**src/rtl/sample_packer.sv**
```systemverilog
//------------------------------------------------------------------------------
// Module      : sample_packer
// Description : Capture front end for the SDRAM fill path. Waits for a masked
//               trigger, packs post-trigger samples into FIFO-width words and
//               pushes a fixed number of words into the fill FIFO.
//               Ports:
//                 wr_clk, rst        - clock, synchronous active-high reset
//                 sample_valid/data  - incoming channel samples
//                 arm, abort         - control pulses
//                 trig_mask/value    - masked trigger compare
//                 capture_words      - words per capture (0 means 1)
//                 wr_data_en/wr_data - FIFO write strobe and packed word
//                 wr_full            - FIFO full
//                 busy, triggered, done, overflow, words_written - status
// Revision    : 1.0 - initial release
//------------------------------------------------------------------------------
`default_nettype none

module sample_packer #(
    parameter int SAMPLE_WIDTH = 32,
    parameter int WORD_WIDTH   = 256,
    parameter int COUNT_WIDTH  = 27
) (
    input  logic                    wr_clk,
    input  logic                    rst,
    input  logic                    sample_valid,
    input  logic [SAMPLE_WIDTH-1:0] sample_data,
    input  logic                    arm,
    input  logic                    abort,
    input  logic [SAMPLE_WIDTH-1:0] trig_mask,
    input  logic [SAMPLE_WIDTH-1:0] trig_value,
    input  logic [COUNT_WIDTH-1:0]  capture_words,
    output logic                    wr_data_en,
    output logic [WORD_WIDTH-1:0]   wr_data,
    input  logic                    wr_full,
    output logic                    busy,
    output logic                    triggered,
    output logic                    done,
    output logic                    overflow,
    output logic [COUNT_WIDTH-1:0]  words_written
);

    localparam int c_LANES  = WORD_WIDTH / SAMPLE_WIDTH;
    localparam int c_LANE_W = (c_LANES > 1) ? $clog2(c_LANES) : 1;
    localparam logic [c_LANE_W-1:0] c_LAST_LANE = c_LANE_W'(c_LANES - 1);

    localparam logic [1:0] c_ST_IDLE    = 2'd0;
    localparam logic [1:0] c_ST_ARMED   = 2'd1;
    localparam logic [1:0] c_ST_CAPTURE = 2'd2;
    localparam logic [1:0] c_ST_DONE    = 2'd3;

    logic [1:0]              r_state;
    logic [c_LANE_W-1:0]     r_lane_cnt;
    logic [WORD_WIDTH-1:0]   r_word_buf;
    logic [COUNT_WIDTH-1:0]  r_len;
    logic [COUNT_WIDTH-1:0]  r_word_cnt;
    logic                    r_wr_data_en;
    logic [WORD_WIDTH-1:0]   r_wr_data;
    logic                    r_overflow;
    logic [COUNT_WIDTH-1:0]  r_words_written;

    logic                    w_trig_hit;
    logic                    w_accept;
    logic                    w_word_done;
    logic                    w_last_word;
    logic [WORD_WIDTH-1:0]   w_next_word;

    assign w_trig_hit  = sample_valid && (((sample_data ^ trig_value) & trig_mask) == '0);
    // The triggering sample itself is stored as lane 0 of the first word.
    assign w_accept    = (r_state == c_ST_CAPTURE && sample_valid) ||
                         (r_state == c_ST_ARMED && w_trig_hit);
    assign w_word_done = w_accept && (r_lane_cnt == c_LAST_LANE);
    assign w_last_word = (r_word_cnt + COUNT_WIDTH'(1)) == r_len;

    // Current buffer with the incoming sample dropped into the active lane.
    generate
        for (genvar l = 0; l < c_LANES; l++) begin : g_lane
            assign w_next_word[l*SAMPLE_WIDTH +: SAMPLE_WIDTH] =
                (r_lane_cnt == c_LANE_W'(l)) ? sample_data
                                             : r_word_buf[l*SAMPLE_WIDTH +: SAMPLE_WIDTH];
        end
    endgenerate

    always_ff @(posedge wr_clk) begin
        if (rst) begin
            r_state         <= c_ST_IDLE;
            r_lane_cnt      <= '0;
            r_word_buf      <= '0;
            r_len           <= '0;
            r_word_cnt      <= '0;
            r_wr_data_en    <= 1'b0;
            r_wr_data       <= '0;
            r_overflow      <= 1'b0;
            r_words_written <= '0;
        end else begin
            r_wr_data_en <= 1'b0;
            if (abort) begin
                // Partial word is discarded; nothing reaches the FIFO.
                r_state         <= c_ST_IDLE;
                r_lane_cnt      <= '0;
                r_word_cnt      <= '0;
                r_overflow      <= 1'b0;
                r_words_written <= '0;
            end else if (arm && (r_state == c_ST_IDLE || r_state == c_ST_DONE)) begin
                r_state         <= c_ST_ARMED;
                r_lane_cnt      <= '0;
                r_word_cnt      <= '0;
                r_overflow      <= 1'b0;
                r_words_written <= '0;
                r_len           <= (capture_words == '0) ? COUNT_WIDTH'(1) : capture_words;
            end else if (w_accept) begin
                if (r_state == c_ST_ARMED) begin
                    r_state <= c_ST_CAPTURE;
                end
                r_word_buf <= w_next_word;
                r_lane_cnt <= (r_lane_cnt == c_LAST_LANE) ? '0 : r_lane_cnt + c_LANE_W'(1);
                if (w_word_done) begin
                    if (!wr_full) begin
                        r_wr_data_en    <= 1'b1;
                        r_wr_data       <= w_next_word;
                        r_words_written <= r_words_written + COUNT_WIDTH'(1);
                    end else begin
                        r_overflow <= 1'b1;
                    end
                    // Dropped words still count so capture length stays time-aligned.
                    r_word_cnt <= r_word_cnt + COUNT_WIDTH'(1);
                    if (w_last_word) begin
                        r_state <= c_ST_DONE;
                    end
                end
            end
        end
    end

    assign wr_data_en    = r_wr_data_en;
    assign wr_data       = r_wr_data;
    assign overflow      = r_overflow;
    assign words_written = r_words_written;
    assign busy          = (r_state == c_ST_ARMED) || (r_state == c_ST_CAPTURE);
    assign triggered     = (r_state == c_ST_CAPTURE);
    assign done          = (r_state == c_ST_DONE);

endmodule

`default_nettype wire

```
**config.mk**
```make
export PLATFORM = sky130hd
export DESIGN_NAME = sample_packer
export DESIGN_NICKNAME = d
export VERILOG_FILES = /design/src/rtl/sample_packer.sv
export SDC_FILE = /design/constraint.sdc
export NUM_CORES = 1
export LEC_CHECK = 0
export BUFFER_PORTS_ARGS = -buffer_cell sky130_fd_sc_hd__buf_2
export CAP_MARGIN = 20
export CORE_MARGIN = 4
export CORE_UTILIZATION = 51
export CTS_CLUSTER_DIAMETER = 80
export DETAILED_ROUTE_END_ITERATION = 7
export GPL_TIMING_DRIVEN = 0
export PLACE_DENSITY = 0.84
export SLEW_MARGIN = 40
export SYNTH_ARGS = -nofsm -noshare
export SYNTH_HDL_FRONTEND = slang
export SYNTH_SLANG_ARGS = --single-unit
```
**constraint.sdc**
```tcl
create_clock -name wr_clk -period 2.4 [get_ports wr_clk]
set_clock_uncertainty 0.05 [all_clocks]
set_input_delay 0 -clock wr_clk [delete_from_list [all_inputs] [get_ports wr_clk]]
set_output_delay 0 -clock wr_clk [all_outputs]
set_load 0.1 [all_outputs]
```
==> results.md <==
* Total congestion overflow at 0
* FF-to-FF setup slack at -0.14 ns
* Max H-tree Level at 2
* TritonCTS buffer count at 54
* Fin crit share at 106%
* Worst hold path depth at 3
* Final Non-Filler Cells at 4087
* DIE HEIGHT at between 200 and 250 um
* First-pass iteration count of the detailed router at 8
* Final worst slack at -0.143 ns
* Final Instance Area at 32200 um^2
* Final Hold Fails at 1
* Main flop type after synthesis: dfxtp_1
* Slew Limit Fails at 0
* Vias in the first global route at about 22000
* Setup crit start kind: flop
* Final wirelength at around 99 mm
* Most common cell after layout, fill and taps aside: nand2_1
* Library cells used by synthesis at slightly above 60
* Clk sinks at 568
* DRT antenna net count at 0
* Crit Path Max Fanout at 9
* Mapped cell area at between 20000 and 25000 um^2
* Net Count, Synth at about 3000
* Mapped Cells at between 2000 and 3000
* Most frequent cells in the layout: 597 x nand2_1, 543 x dfxtp_1, 391 x buf_2, 284 x a21oi_1, 281 x nor2_1
* Sequential area share after synthesis at approximately 47%
* Hold Worst Slack at -0.0211 ns
* First-pass GRT wire length at approximately 130 mm
* Post-synth top area share at a little under half
* FP Rows at 79
* Largest area contributor in the netlist: dfxtp_1
* Core area at 46800 um^2
* Power per cell area at 602 nW/um^2
* All-Layer GR Usage at ~34%
* Reg-to-Reg Start: r_state[1]$_SDFFE_PP0N_
* Gp weighted congestion at just under 1
* Average cell area after synthesis at between 8 and 9 um^2
* Die Area at slightly above 50000 um^2
* IO buf count at ~380
* Placed inst area at ~27000 um^2
* NumNets Final at ~3600
* Filler cells at around 3300
* Drt wl/cell at approximately 24 um
* Share of cells above drive strength 1 at 25.2%
* Placed insts at approximately 3900
* DP Wirelength at about 65 mm
* Vias per cell at approximately 6.0
* Synth Register Bits at approximately 570
* Number of synthesized flops with an enable pin at 0
* Initial Utilization at between 50 and 60%
* Slew Limit Headroom at roughly a quarter
* Initial antenna violation count at 3
* Hold Path End: wr_data[190]$_SDFFE_PP0P_
* Width of the die at ~230 um
* Largest net degree at the start of global routing at 16
* Fin crit period at around 2.5 ns
* Final setup viols at approximately 350
* DR DRC count at 3
* Min-delay src: sample_data[30]
* Slew @ Worst Pin at ~1.1 ns
* Vias at between 20000 and 25000
* Area growth syn-to-layout at 33.1%
* Critical path data arrival time at roughly 3 ns
* RSZ-0062 raised after global routing: true
* Fmax at between 300 and 400 MHz
* CP required at 2.85 ns
* Worst Hold Class: input pin to flop
* Reg2Reg Depth at 12
* Worst Setup Path Type: flop to flop
* Ports at between 400 and 500
* Synth top area cells: dfxtp_1 47%, mux2i_1 9.6%, nand2_1 9.3%, a211oi_1 7.0%, a21oi_1 6.1%
* Clk Latency, worst-skew pair at around 0.65 ns
* Leak pwr at 0.0128 uW
* Worst Setup End Kind: flop
* Worst-path clk slew at roughly 0.060 ns
* Failing checks: design-rule violations, negative hold slack, negative setup slack
* Clk root buf: clkbuf_16
* Outcome: complete, but fails checks
* Max Cap Viol at 0
* R2r endpoint: wr_data[117]$_SDFFE_PP0P_
* TritonCTS clock tree: built
* Starting DRT DRC Count at 3052
* Worst IR Drop VDD at between 0.0005 and 0.0006 V
* Ys Warns at 0
* Max Root-Sink Buffers at 3
* Post-synth ARST share at 0%
[cells in the mapped netlist, types with 6 or more instances]
cell type,count
nor3_1,26
buf_4,12
o21ai_0,6
nor2_1,288
xnor2_1,66
nand2_1,601
dfxtp_1,568
nand2b_1,6
inv_1,17
o211ai_1,6
mux2i_1,231
nand4_1,22
clkbuf_1,202
a211oi_1,226
nand3_1,20
a22oi_1,10
ha_1,12
a21oi_1,293
nor4_1,30
xor2_1,45
buf_2,76
nor4b_1,8
and3_1,15
nor2b_1,6
or3_1,6
[report_power, final]
part	switching, uW	internal [uW]	total (uW)
registers	26.6	9440	9460
logic	788	336	1120
clock network	3850	4960	8810
total	4660	14700	19400
[through the flow]
stage          TNS, ns  total power, uW  setup slack, ns  util (%)
6_report        -24.99            19400           -0.143      68.9
5_1_grt         -31.55            19800           -0.205      68.9
4_1_cts        -0.0312            19200          -0.0119      65.3
3_5_place_dp   -613.10            10500            -1.44      57.7
3_3_place_gp   -582.04            10500            -1.39      57.7
2_1_floorplan        0            10100          0.00157         -
[what timing repair did]
item / CTS / global route
gates resized for setup: 263 / 234
hold buffers: 80 / 7
pin swaps: 15 / 31
setup buffers: 13 / 25
setup endpoints to repair: 541 / 545
endpoints found under the hold margin: 154 / 11
cloned: 1 / 18
[sequential cells by signal, summed over array words and instances (netlist names)]
signal and count:
wr_data 256, r_word_buf 224, r_len 27, r_word_cnt 27, words_written 27, r_lane_cnt 3, r_state 2, overflow 1
wr_data_en 1
[worst max path at each step]
stage | startpoint | end | slack (ns)
2_1_floorplan | r_state[1]$_SDFFE_PP0N_ | wr_data[225]$_SDFFE_PP0P_ | 0.002
3_3_place_gp | sample_data[17] | wr_data[171]$_SDFFE_PP0P_ | -1.39
3_5_place_dp | sample_data[17] | wr_data[169]$_SDFFE_PP0P_ | -1.44
4_1_cts | r_state[1]$_SDFFE_PP0N_ | wr_data[104]$_SDFFE_PP0P_ | -0.01
5_1_grt | words_written[3]$_SDFFE_PP0P_ | words_written[26]$_SDFFE_PP0P_ | -0.20
6_report | r_state[1]$_SDFFE_PP0N_ | wr_data[117]$_SDFFE_PP0P_ | -0.14
[cell type report]
cell class | count | area (um^2) | area share [%]
Antenna cell | 1 | 2.50 | 0.00777
Buffer | 279 | 1990 | 6.18
Clock buffer | 84 | 1610 | 5.01
Clock inverter | 15 | 194 | 0.602
Inverter | 17 | 66.3 | 0.206
Multi-Input combinational cell | 1989 | 12600 | 39.1
Sequential cell | 568 | 11400 | 35.5
Tap cell | 607 | 759 | 2.36
Timing Repair Buffer | 527 | 3550 | 11.0
[logic make-up after synthesis]
family | share of synthesized area [%]
mux | 9.64
fa+ha+maj | 0.620
buf+inv | 5.43
simple gates | 18.5
flops | 47.0
xor+xnor | 4.02
compound gates | 14.8
[worst max-delay path, stage by stage (launching register included)]
cell       delay (ns)
dfxtp_4          0.36
inv_4            0.07
ha_4             0.14
nand2_4          0.05
a21oi_4          0.17
and3_4           0.24
a32oi_4          0.16
nor4_4           0.28
buf_6            0.22
buf_12           0.18
clkbuf_16        0.22
clkbuf_16        0.17
a211oi_1         0.08
[layer usage]
metal  vias up  share of wire, %  global-route usage [%]
li1      10927                 -                       -
met1     11632                37                    43.9
met2      1720                44                    53.9
met3       409                12                    8.74
met4         4               6.5                    17.9
met5         -             0.030                       0
No activity file was read; power rests on OpenSTA's default activity.
